### src/rtl/read_arbiter_if.sv
// Per-group read interface: requester ports on one side, the group's banked buffer on the other.
// slave = arbiter side, master = requester/buffer side.
interface read_arbiter_if #(
  parameter int PORT_NUM   = 3,
  parameter int ROW_PARA   = 4,
  parameter int ADDR_WIDTH = 48,
  parameter int DATA_WIDTH = 256
);
  logic [PORT_NUM-1:0]            read_en_i;
  logic [PORT_NUM*ROW_PARA-1:0]   read_bank_en_i;
  logic [PORT_NUM*ADDR_WIDTH-1:0] read_addr_i;
  logic [PORT_NUM-1:0]            read_addr_ready_o;
  logic [PORT_NUM-1:0]            read_nostall_i;
  logic [PORT_NUM-1:0]            read_data_valid_o;
  logic [DATA_WIDTH-1:0]          read_data_o;
  logic                           mem_rd_en_o;
  logic [ROW_PARA-1:0]            mem_bank_en_o;
  logic [ADDR_WIDTH-1:0]          mem_addr_o;
  logic [DATA_WIDTH-1:0]          mem_data_i;

  modport slave (
    input  read_en_i, read_bank_en_i, read_addr_i, read_nostall_i, mem_data_i,
    output read_addr_ready_o, read_data_valid_o, read_data_o,
    output mem_rd_en_o, mem_bank_en_o, mem_addr_o
  );

  modport master (
    output read_en_i, read_bank_en_i, read_addr_i, read_nostall_i, mem_data_i,
    input  read_addr_ready_o, read_data_valid_o, read_data_o,
    input  mem_rd_en_o, mem_bank_en_o, mem_addr_o
  );
endinterface

### src/rtl/read_arbiter.sv
// Round-robin read arbiter for one image group: grants one port per cycle, issues the buffer read
// and steers data back after MEM_LATENCY+2 cycles. READ_ARBITER_PERF_EN adds stall_cnt_o.
module read_arbiter #(
  parameter int PORT_NUM    = 3,
  parameter int ROW_PARA    = 4,
  parameter int ADDR_WIDTH  = 48,
  parameter int DATA_WIDTH  = 256,
  parameter int MEM_LATENCY = 3
) (
  input  logic         clk,
  input  logic         rst_n,
`ifdef READ_ARBITER_PERF_EN
  output logic [31:0]  stall_cnt_o,
`endif
  read_arbiter_if.slave bus
);

  localparam int PTR_W = (PORT_NUM > 1) ? $clog2(PORT_NUM) : 1;

  logic [PORT_NUM-1:0]   eligible;
  logic [PORT_NUM-1:0]   grant;
  logic [PTR_W-1:0]      grant_idx;
  logic                  grant_any;
  logic [PTR_W-1:0]      ptr_reg;
  logic                  mem_rd_en_reg;
  logic [ROW_PARA-1:0]   mem_bank_en_reg;
  logic [ADDR_WIDTH-1:0] mem_addr_reg;
  logic [PORT_NUM-1:0]   tag_pipe_reg [MEM_LATENCY+1];
  logic [PORT_NUM-1:0]   data_valid_reg;
  logic [DATA_WIDTH-1:0] data_reg;
  logic [ADDR_WIDTH-1:0] port_addr [PORT_NUM];
  logic [ROW_PARA-1:0]   port_bank [PORT_NUM];

  genvar gi;
  generate
    for (gi = 0; gi < PORT_NUM; gi++) begin : g_unpack
      assign port_addr[gi] = bus.read_addr_i[gi*ADDR_WIDTH +: ADDR_WIDTH];
      assign port_bank[gi] = bus.read_bank_en_i[gi*ROW_PARA +: ROW_PARA];
      assign eligible[gi]  = bus.read_en_i[gi] & bus.read_nostall_i[gi];
    end
  endgenerate

  // Search starts just after the last granted port so every eligible port is reached in turn.
  always_comb begin
    int idx;
    idx       = 0;
    grant     = '0;
    grant_idx = '0;
    grant_any = 1'b0;
    for (int k = 1; k <= PORT_NUM; k++) begin
      idx = (int'(ptr_reg) + k) % PORT_NUM;
      if (!grant_any && eligible[idx]) begin
        grant_any  = 1'b1;
        grant_idx  = PTR_W'(idx);
        grant[idx] = 1'b1;
      end
    end
  end

  assign bus.read_addr_ready_o = rst_n ? grant : '0;

  always_ff @(posedge clk or negedge rst_n) begin
    if (!rst_n) begin
      ptr_reg         <= PTR_W'(PORT_NUM - 1);
      mem_rd_en_reg   <= 1'b0;
      mem_bank_en_reg <= '0;
      mem_addr_reg    <= '0;
      data_valid_reg  <= '0;
      data_reg        <= '0;
      for (int i = 0; i <= MEM_LATENCY; i++) tag_pipe_reg[i] <= '0;
    end else begin
      mem_rd_en_reg <= grant_any;
      if (grant_any) begin
        ptr_reg         <= grant_idx;
        mem_bank_en_reg <= port_bank[grant_idx];
        mem_addr_reg    <= port_addr[grant_idx];
      end
      // One-hot owner travels alongside the buffer read so data needs no lookup on return.
      tag_pipe_reg[0] <= grant;
      for (int i = 1; i <= MEM_LATENCY; i++) tag_pipe_reg[i] <= tag_pipe_reg[i-1];
      data_valid_reg <= tag_pipe_reg[MEM_LATENCY];
      if (|tag_pipe_reg[MEM_LATENCY]) data_reg <= bus.mem_data_i;
    end
  end

  assign bus.mem_rd_en_o       = mem_rd_en_reg;
  assign bus.mem_bank_en_o     = mem_bank_en_reg;
  assign bus.mem_addr_o        = mem_addr_reg;
  assign bus.read_data_valid_o = data_valid_reg;
  assign bus.read_data_o       = data_reg;

`ifdef READ_ARBITER_PERF_EN
  logic [31:0] stall_cnt_reg;

  always_ff @(posedge clk or negedge rst_n) begin
    if (!rst_n) begin
      stall_cnt_reg <= '0;
    end else if ((|(bus.read_en_i & ~bus.read_nostall_i)) && !grant_any
                 && (stall_cnt_reg != 32'hFFFF_FFFF)) begin
      stall_cnt_reg <= stall_cnt_reg + 32'd1;
    end
  end

  assign stall_cnt_o = stall_cnt_reg;
`endif

endmodule
### src/flat_wrapper.sv
// flat-port wrapper written by rule: the top's interface ports become plain ports
module read_arbiter_flat 
#(
  parameter int PORT_NUM    = 3,
  parameter int ROW_PARA    = 4,
  parameter int ADDR_WIDTH  = 48,
  parameter int DATA_WIDTH  = 256,
  parameter int MEM_LATENCY = 3
)
  (clk, rst_n, bus_read_en_i, bus_read_bank_en_i, bus_read_addr_i, bus_read_nostall_i, bus_mem_data_i, bus_read_addr_ready_o, bus_read_data_valid_o, bus_read_data_o, bus_mem_rd_en_o, bus_mem_bank_en_o, bus_mem_addr_o);
  read_arbiter_if #(.PORT_NUM(PORT_NUM), .ROW_PARA(ROW_PARA), .ADDR_WIDTH(ADDR_WIDTH), .DATA_WIDTH(DATA_WIDTH)) bus_i ();
  input  logic clk;
  input  logic rst_n;
  input wire logic [$bits(bus_i.read_en_i)-1:0] bus_read_en_i;
  input wire logic [$bits(bus_i.read_bank_en_i)-1:0] bus_read_bank_en_i;
  input wire logic [$bits(bus_i.read_addr_i)-1:0] bus_read_addr_i;
  input wire logic [$bits(bus_i.read_nostall_i)-1:0] bus_read_nostall_i;
  input wire logic [$bits(bus_i.mem_data_i)-1:0] bus_mem_data_i;
  output wire logic [$bits(bus_i.read_addr_ready_o)-1:0] bus_read_addr_ready_o;
  output wire logic [$bits(bus_i.read_data_valid_o)-1:0] bus_read_data_valid_o;
  output wire logic [$bits(bus_i.read_data_o)-1:0] bus_read_data_o;
  output wire logic [$bits(bus_i.mem_rd_en_o)-1:0] bus_mem_rd_en_o;
  output wire logic [$bits(bus_i.mem_bank_en_o)-1:0] bus_mem_bank_en_o;
  output wire logic [$bits(bus_i.mem_addr_o)-1:0] bus_mem_addr_o;
  assign bus_i.read_en_i = bus_read_en_i;
  assign bus_i.read_bank_en_i = bus_read_bank_en_i;
  assign bus_i.read_addr_i = bus_read_addr_i;
  assign bus_i.read_nostall_i = bus_read_nostall_i;
  assign bus_i.mem_data_i = bus_mem_data_i;
  assign bus_read_addr_ready_o = bus_i.read_addr_ready_o;
  assign bus_read_data_valid_o = bus_i.read_data_valid_o;
  assign bus_read_data_o = bus_i.read_data_o;
  assign bus_mem_rd_en_o = bus_i.mem_rd_en_o;
  assign bus_mem_bank_en_o = bus_i.mem_bank_en_o;
  assign bus_mem_addr_o = bus_i.mem_addr_o;
  read_arbiter #(.PORT_NUM(PORT_NUM), .ROW_PARA(ROW_PARA), .ADDR_WIDTH(ADDR_WIDTH), .DATA_WIDTH(DATA_WIDTH), .MEM_LATENCY(MEM_LATENCY)) u_core (.clk(clk), .rst_n(rst_n), .bus(bus_i));
endmodule
### config.mk
export PLATFORM = sky130hd
export DESIGN_NAME = read_arbiter_flat
export DESIGN_NICKNAME = d
export VERILOG_FILES = /design/src/rtl/read_arbiter_if.sv /design/src/rtl/read_arbiter.sv /design/src/flat_wrapper.sv
export SDC_FILE = /design/constraint.sdc
export NUM_CORES = 1
export LEC_CHECK = 0
export ABC_AREA = 1
export ABC_CLOCK_PERIOD_IN_PS = 2800
export BUFFER_PORTS_ARGS = -buffer_cell sky130_fd_sc_hd__buf_2
export CORE_AREA = 3 3 287 289
export CTS_BUF_LIST = sky130_fd_sc_hd__clkbuf_4
export DETAILED_ROUTE_END_ITERATION = 12
export DIE_AREA = 0 0 290 292
export MAX_ROUTING_LAYER = met4
export PLACE_DENSITY = 0.38
export SETUP_SLACK_MARGIN = 0.3
export SLEW_MARGIN = 20
export SYNTH_ARGS = -nofsm -noshare
export SYNTH_HDL_FRONTEND = slang
export SYNTH_SLANG_ARGS = --single-unit
### constraint.sdc
create_clock -name clk -period 2.8 [get_ports clk]
set_input_delay 0.7 -clock clk [delete_from_list [all_inputs] [get_ports clk]]
set_output_delay 0.7 -clock clk [all_outputs]
set_load 0.03 [all_outputs]
Yosys cells after proc, flatten, opt, wreduce, memory -nomap -nowiden
Cells that the tools add are included.
{ "word_totals": {"ff_bits": 326, "inputBits": 420, "output_inout_bits": 315, "wordCells": 68} }
{ "classes": {"addsub": 3, "n_div": 3, "order_cmp": 7, "mux": 31, "bitwise_logic": 6, "n_reduce_logical": 8} }
{ "op_table": {"columns": ["operator", "count"], "rows": [
  ["$bmux 48 s2", 1],
  ["$ge 32x1->1 const B", 3],
  ["$lt 32x4->1 const B", 3],
  ["$mod 32x3->32 const B", 3],
  ["$mux 48", 2],
  ["$mux 1", 12],
  ["$mux 3", 4],
  ["$bmux 4 s2", 1],
  ["$mux 4", 2],
  ["$add 2x2->3 const B", 2],
  ["$bmux 1 s2", 3],
  ["$demux 1 s2", 3],
  ["$mux 2", 3],
  ["$or 3x3->3", 2],
  ["$logic_and 1x1->1", 5],
  ["$add 2x1->3 const B", 1],
  ["$and 1x1->1", 3],
  ["$ge 3x3->1 const B", 1],
  ["$not 2->3", 1],
  ["$reduce_or 3->1", 1],
  ["$logic_not 1->1", 2]
]} }

Logic depth before layout (Yosys ltp)
Gate-level depths: netlist of the first run.
{ "logic_depth": {"word_depth": 16, "mapped_depth": 15, "ltp_nobuf": 14} }

Worst setup path after synthesis of the first run
No wires, ideal clock.
{ "synth_path": {"kind": "reg2out", "startpoint": "reg u_core.ptr_reg[1]", "endpoint": "out bus_read_addr_ready_o[1]", "arrival_time_ps": 2210, "required_time_ps": 2100, "slack_ps": -110, "path_stages_with_launch": 10, "n_path_buf": 0, "path_cell_list": "dfstp_2 > inv_1 > ha_1 > inv_1 > nand3_2 > nand2_2 > nand2_1 > o21ai_0 > nor2_1 > nor3_1"} }
{ "synth_between": {"elab_chain_cells": 13, "word_cells_on_any_way": 42, "cone_classes": "3 x add/sub; 3 x div; 6 x order compare; 21 x mux; 2 x bitwise; 7 x reduce/logical"} }
{ "synth_lines": {"columns": ["element", "line_no", "text"], "rows": [
  ["start: declaration", "read_arbiter.sv:24", "logic [PTR_W-1:0] ptr_reg;"],
  ["start signal: assignment", "read_arbiter.sv:64", "ptr_reg <= PTR_W'(PORT_NUM - 1);"],
  ["start signal: assignment", "read_arbiter.sv:74", "ptr_reg <= grant_idx;"],
  ["parallel branches: the longest is 11 deep, another holds $mod 32x3->32", null, null],
  ["$mux 3 (*)", "read_arbiter.sv:52", "if (!grant_any && eligible[idx]) begin"],
  ["$mux 3 (*)", "read_arbiter.sv:60", "assign bus.read_addr_ready_o = rst_n ? grant : '0;"],
  ["end: declaration", "flat_wrapper.sv:19", "output wire logic [$bits(bus_i.read_addr_ready_o)-1:0] bus_read_addr_ready_o;"]
]} }
Every way passes the cells marked *. The select of a mux whose other input is x is not followed.

Final worst setup path of the first run
{ "layout_path": {"startpoint": "reg u_core.ptr_reg[0]", "endpoint": "out bus_read_addr_ready_o[1]"} }
Same word-level chain as after synthesis.

==> flow_metrics.py, run 1 <==
metrics = {
    "clock_tree": {
        "clkLatencyLatePin_ns": 0.80,
        "htree_levels": 3,
        "cts.clk_slew.worst_paths_ns": 0.07,
        "tritoncts_clock_tree": "yes",
        "tritoncts_num_sinks": 326,
        "numCtsBuffers": 99,
        "cts-root-buf": "clkbuf_4",
        "clockBufferDepth": 3,
    },
    "place": {
        "buffer_ports.inserted": 734,
        "postPlaceCellArea_um2": 18900,
        "globalplace.congestion": 0.864,
        "place_worst_setup_slack_ns": -0.0595,
        "dp_hpwl_mm": 43.6,
    },
    "sta": {
        "rsz_0062_raised_after_global_routing": "true",
        "finalWorstPathRequiredPeriod_ns": 3.28,
        "timing_max_transition_violations_final": 0,
        "final.setup_skew_ns": 0.0520,
        "final-setup-viol-count": 3,
        "whs_ns": 0.178,
        "min_period_over_period": 1.17,
        "timing.fmax_mhz": 305,
        "fin_ws_ns": -0.481,
        "final-hold-violation-count": 0,
        "max_slew_margin": 0.361,
        "timing_worst_slew_pin_value_ns": 0.958,
    },
    "drt": {
        "detail_route.first_pass.iterations": 4,
        "route.detailed.wl_per_inst_um": 17.1,
        "drt-initial-drc-count": 342,
        "routed_via_density": 3.87,
        "dr_total_vias": 13200,
        "route.final.wire_length_mm": 58.5,
        "drt.antenna.violating_nets": 0,
        "drt_drc_violations_left": 0,
    },
    "critical_path": {
        "crit_type": "reg -> out",
        "endpoint": "bus_read_addr_ready_o[1]",
        "crit-reg2reg-capture": "u_core.bus.mem_bank_en_o[3]$_DFFE_PN0P_",
        "timing.critical_path.mode_cell": "buf_4",
        "worst-endpoint-arrival_ns": 2.58,
        "reg2reg_from": "u_core.ptr_reg[1]$_DFFE_PN1P_",
        "end_kind": "output pin",
        "reg2reg_setup_slack_ns": 0.33,
        "startpoint_type": "flop",
        "critical_path_peak_fanout": 6,
        "total_buffers_and_inverters_traversed_by_the_critical_path": 4,
        "crit_cells": 11,
        "cp_slowest_cell": "dfrtp_1",
        "timing.reg2reg.worst_path_depth": 11,
        "worstPathCellList": "buf_4, buf_4, ha_4, inv_4, nand3_4, nand2_8, nand2_4, o21ai_4, nor2_4, nor3_4, buf_6",
        "critPathLaunch": "u_core.ptr_reg[0]$_DFFE_PN0P_",
        "timing.critical_path.slowest_cell_delay_ns": 0.38,
        "critPathRequiredTime_ns": 2.10,
        "critical_path.top_delay_family": "buffers and inverters",
    },
    "global_route": {
        "global_route.overflow_total": 0,
        "first_pass_grt_wire_length_mm": 88.2,
        "grt_pass1_vias": 14500,
        "grt_max_degree": 150,
        "antenna_found_initial": 17,
        "gr-usage-all-layers": 0.138,
    },
    "synthesis": {
        "yosys_warnings": 0,
        "syn-mean-instance-area_um2": 11.6,
        "yosysTopAreaCell": "dfrtp_1",
        "postSynthCellCount": 1192,
        "yosysTopAreaCellShare": 0.590,
        "synth_area_leaders": "dfrtp_1 (59%), mux2_2 (21%), nand3_1 (5.6%)",
        "ys_seq_elements": 326,
        "synth.yosys.seq_area_share": 0.592,
        "synth_cell_type_count": 28,
        "synth.cell_area_um2": 13800,
        "synth_fp_nets": 1616,
    },
    "outcome": {
        "violated_checks": "negative setup slack",
        "status": "finished with violations",
    },
    "hold_path": {
        "min_path_type": "in -> reg",
        "hold_start": "bus_mem_data_i[236]",
    },
    "layout": {
        "fin_util": 0.287,
        "mostFrequentLayoutCell": "buf_2",
        "synthToLayoutAreaGrowth_pct": 67.2,
        "fillCellCount": 8535,
        "num-nets-final": 2691,
        "post-route-cell-area_um2": 23000,
        "fraction_of_final_layout_cells_with_drive_strength_greater_than_1": 0.522,
        "layout_common_cells": "buf_2 (730), dfrtp_1 (325), dlygate4sd3_1 (261), mux2_2 (256), nand2_1 (164)",
        "largest_register_ff_count": 256,
    },
    "floorplan": {
        "ioPinCount": 735,
        "design.die.area_um2": 84700,
        "core_region_area_um2": 80200,
        "fp.dieW_um": 290,
        "fp.dieH_um": 292,
        "floorplan.initialDensity": 0.172,
        "floorplan.rows": 104,
    },
    "power_and_ir_drop": {
        "static-leakage-power_nw": 11.4,
        "powerDensity_nw_per_um2": 1410,
        "worst_ir_drop_vdd_mv": 0.946,
        "total_power_w": 0.0324,
    },
    "job": {
        "max_cap_viol_count": 0,
    },
}
-- power breakdown --
part | switching [W] | internal, W | leakage (nW)
clock network | 0.00220 | 0.00229 | 0.717
registers | 0.00120 | 0.00728 | 3.82
logic | 0.0123 | 0.00712 | 6.90
total | 0.0157 | 0.0167 | 11.4
-- cells in the mapped netlist (all sizes together) --
master	count
dfstp	1
dfrtp	325
nor3	1
clkinv	1
nor2	42
o21ai	6
clkbuf	36
inv	122
nand4	2
buf	27
nand3	158
and2	1
ha	4
nand2	172
mux2	256
a21oi	38
-- metrics by stage --
| step | cells | TNS, ns |
|---|---|---|
| 6_report | 3416 | -1.36 |
| 5_1_grt | 3415 | -2.01 |
| 4_1_cts | 3397 | -1.94 |
| 3_5_place_dp | 2952 | -0.0595 |
| 3_3_place_gp | 2952 | 0 |
| 2_1_floorplan | 1192 | 0 |
-- worst reg2reg max path, stage by stage (launching register included) --
cell and delay [ns]:
dfstp_2 0.58, ha_4 0.24, o21ai_2 0.28, nand2_8 0.11, buf_4 0.16, nand3_1 0.13
nand3_4 0.17, nand2_2 0.15, buf_12 0.22, nand2_1 0.13, nand3_1 0.07, a21oi_1 0.06
-- cell families (layout without fill, tap and decap cells) --
kind of cell	count (synthesis)	in the layout	synth area share
fa+ha+maj	4	4	0.00363
flops	326	326	0.592
other cells	0	16	0
compound gates	44	44	0.0160
buf+inv	186	1334	0.0548
mux	256	256	0.209
simple gates	376	376	0.124
-- timing repair --
item | in CTS | in global routing
hold endpoints to repair | 363 | 0
buffers inserted | 10 | 3
hold buffers | 261 | 0
setup endpoints to repair | 46 | 49
gates resized for setup | 31 | 10
pin swaps | 8 | 5
-- area by class of cell --
class / instances / area, µm² / area share
diodes: 16 / 40.0 / 0.00174
clock buffers: 139 / 1040 / 0.0453
clock inverters: 35 / 169 / 0.00734
inverters: 123 / 473 / 0.0205
multi-input cells: 680 / 5040 / 0.219
flip-flops and latches: 326 / 8160 / 0.354
well taps: 1060 / 1330 / 0.0576
repair buffers: 1037 / 6770 / 0.294
-- how the worst min path moves through the flow --
stage,end,slack [ns],depth (start not counted)
6_report,u_core.bus.read_data_o[236]$_DFFE_PN0P_,0.18,2
5_1_grt,u_core.bus.read_data_o[236]$_DFFE_PN0P_,0.05,2
4_1_cts,u_core.bus.read_data_o[236]$_DFFE_PN0P_,0.0009,2
3_5_place_dp,u_core.tag_pipe_reg[4]$_DFF_PN0_,0.33,0
3_3_place_gp,u_core.tag_pipe_reg[7]$_DFF_PN0_,0.33,0
2_1_floorplan,u_core.tag_pipe_reg[0]$_DFF_PN0_,0.33,0
-- per-layer routing --
metal / GRT usage / wire [µm] / vias up / share of wire
met1: 0.142 / 21400 / 6289 / 0.37
li1: - / - / 6188 / -
met2: 0.238 / 29500 / 598 / 0.51
met4: 0.0706 / 2700 / 0 / 0.046
met3: 0.0451 / 4830 / 137 / 0.083
met5: - / 0 / - / 0
Note: power is estimated with default switching activity, not from simulation.
==> run 2: changes to the inputs <==
Settings changed: RECOVER_POWER set to 50.
==> run 2 against run 1 <==
The run still ends with negative setup slack left. First-iteration DRC count decreased by 13%. Sequential power hardly changed. Worst setup slack better by 0.0029 ns. Critical path depth is the same. Fmax hardly changed. Clock skew is essentially flat. Register-to-register slack about the same. Routed wire length hardly changed. Non-clock buffer count did not move. Core utilization shrank 0.075 points. Largest power group unchanged. Highest routed layer unchanged.
==> flow_metrics.py, run 2 (synthesized netlist as in run 1, its figures left out) <==
metrics = {
    "sta": {
        "min_period_over_period": 1.17,
        "timing.fmax_mhz": 305,
        "final.setup_skew_ns": 0.0515,
        "max_slew_margin": 0.00391,
        "fin_ws_ns": -0.479,
        "timing_worst_slew_pin_value_ns": 1.49,
        "final-hold-violation-count": 0,
        "finalWorstPathRequiredPeriod_ns": 3.28,
        "rsz_0062_raised_after_global_routing": "true",
        "final-setup-viol-count": 3,
        "fin_setup_tns_ns": -1.35,
        "timing_max_transition_violations_final": 0,
    },
    "drt": {
        "routed_via_density": 3.86,
        "drt-initial-drc-count": 297,
        "drt.antenna.violating_nets": 0,
        "detail_route.first_pass.iterations": 5,
        "route.detailed.wl_per_inst_um": 17.1,
        "dr_total_vias": 13200,
        "route.final.wire_length_mm": 58.4,
        "drt_drc_violations_left": 0,
    },
    "floorplan": {
        "fp.dieW_um": 290,
        "core_region_area_um2": 80200,
        "design.die.area_um2": 84700,
        "floorplan.initialDensity": 0.172,
        "fp.dieH_um": 292,
        "ioPinCount": 735,
        "floorplan.rows": 104,
    },
    "outcome": {
        "violated_checks": "negative setup slack",
        "status": "finished with violations",
    },
    "global_route": {
        "first_pass_grt_wire_length_mm": 88.2,
        "gr-usage-all-layers": 0.138,
        "global_route.overflow_total": 0,
        "antenna_found_initial": 17,
        "grt_pass1_vias": 14500,
        "grt_max_degree": 150,
    },
    "critical_path": {
        "critPathRequiredTime_ns": 2.10,
        "critical_path.top_delay_family": "buffers and inverters",
        "timing.critical_path.mode_cell": "buf_4",
        "worst-endpoint-arrival_ns": 2.58,
        "end_kind": "output pin",
        "reg2reg_from": "u_core.ptr_reg[1]$_DFFE_PN1P_",
        "timing.critical_path.slowest_cell_delay_ns": 0.38,
        "startpoint_type": "flop",
        "crit_type": "reg -> out",
        "worstPathCellList": "buf_4, buf_4, ha_4, inv_4, nand3_4, nand2_8, nand2_4, o21ai_4, nor2_4, nor3_4, buf_6",
        "cp_slowest_cell": "dfrtp_1",
        "reg2reg_setup_slack_ns": 0.33,
        "critical_path_peak_fanout": 6,
        "crit-reg2reg-capture": "u_core.bus.mem_bank_en_o[3]$_DFFE_PN0P_",
        "total_buffers_and_inverters_traversed_by_the_critical_path": 4,
        "timing.reg2reg.worst_path_depth": 11,
    },
    "power_and_ir_drop": {
        "worst_ir_drop_vdd_mv": 0.951,
        "intPower_w": 0.0166,
        "comb_power_share": 0.598,
        "netSwitchingFraction": 0.485,
        "seq_power_share": 0.263,
        "static-leakage-power_nw": 11.4,
        "netSwitchingPower_w": 0.0157,
        "total_power_w": 0.0323,
        "powerDensity_nw_per_um2": 1410,
        "power.clock.fraction": 0.139,
    },
    "hold_path": {
        "worst_hold_path.endpoint": "u_core.bus.read_data_o[236]$_DFFE_PN0P_",
        "hold_start": "bus_mem_data_i[236]",
        "min_path_type": "in -> reg",
        "timing.hold.worst_path_depth": 2,
    },
    "job": {
        "max_cap_viol_count": 0,
    },
    "layout": {
        "area.sequential_um2": 8160,
        "multiInputGateArea_um2": 5040,
        "fraction_of_final_layout_cells_with_drive_strength_greater_than_1": 0.519,
        "mostFrequentLayoutCell": "buf_2",
        "largest_register_ff_count": 256,
        "fillCellCount": 8539,
        "synthToLayoutAreaGrowth_pct": 66.7,
        "num-nets-final": 2691,
        "layout_common_cells": "buf_2 (730), dfrtp_1 (325), dlygate4sd3_1 (261), mux2_2 (256), nand2_1 (165)",
    },
    "clock_tree": {
        "tritoncts_num_sinks": 326,
        "cts.clk_slew.worst_paths_ns": 0.07,
        "cts-root-buf": "clkbuf_4",
        "tritoncts_clock_tree": "yes",
        "numCtsBuffers": 99,
        "clkLatencyLatePin_ns": 0.80,
        "clockBufferDepth": 3,
        "htree_levels": 3,
    },
    "place": {
        "globalplace.congestion": 0.864,
        "buffer_ports.inserted": 734,
        "dp_hpwl_mm": 43.6,
    },
}
## run 2: cell type report
cell class	count	share of cell area
sequential	326	0.355
antenna	17	0.00185
clock buffer	139	0.0454
tap	1060	0.0577
timing repair buffer	1037	0.292
inverter	123	0.0206
multi-input combinational	680	0.219
clock inverter	35	0.00735
## run 2: worst max path at each step
stage | from | endpoint | depth (start not counted)
after floorplan | u_core.ptr_reg[1]$_DFFE_PN1P_ | bus_read_addr_ready_o[1] | 9
after global placement | bus_read_en_i[2] | bus_read_addr_ready_o[1] | 9
after detailed placement | bus_read_en_i[2] | bus_read_addr_ready_o[1] | 9
after CTS | u_core.ptr_reg[1]$_DFFE_PN1P_ | bus_read_addr_ready_o[1] | 9
after global routing | u_core.ptr_reg[0]$_DFFE_PN0P_ | bus_read_addr_ready_o[1] | 10
final | u_core.ptr_reg[0]$_DFFE_PN0P_ | bus_read_addr_ready_o[1] | 11
## run 2: worst reg2reg max path, cell delays in order (launching register included)
cell     delay (ns)
dfstp_2        0.58
ha_4           0.24
o21ai_2        0.28
nand2_8        0.11
buf_4          0.16
nand3_1        0.13
nand3_4        0.17
nand2_2        0.15
buf_12         0.22
nand2_1        0.13
nand3_1        0.07
a21oi_1        0.06
## run 2: per-layer routing
metal	GRT usage	wire [µm]	vias up
li1	-	-	6192
met1	0.142	21300	6276
met2	0.238	29600	595
met3	0.0451	4870	139
met4	0.0706	2720	0
met5	-	0	-
## run 2: repair_timing
action                                 in CTS  in global routing
gates resized for setup                    31                 10
pin swaps                                   8                  5
setup endpoints to repair                  46                 49
hold buffers                              261                  0
endpoints found under the hold margin     363                  0
buffers inserted                           10                  3
## run 2: power by group through the flow
stage	sequential [W]	combinational, W	clock, W
after floorplan	0.0131	0.00824	0
after global placement	0.00852	0.0189	0
after detailed placement	0.00856	0.0190	0
after CTS	0.00851	0.0196	0.00482
after global routing	0.00881	0.0208	0.00507
final	0.00848	0.0193	0.00450
## run 2: stage by stage
stage | hold WS [ns] | setup slack [ns] | std cells | util | instance area, µm²
after global routing | 0.0548 | -0.685 | 3415 | 0.286 | 23000
after floorplan | 0.331 | 0.259 | 1192 | - | 13800
after detailed placement | 0.335 | -0.0595 | 2952 | 0.236 | 18900
final | 0.178 | -0.479 | 3417 | 0.287 | 23000
after global placement | 0.334 | 0.0485 | 2952 | 0.236 | 18900
after CTS | 0.000881 | -0.679 | 3397 | 0.286 | 22900
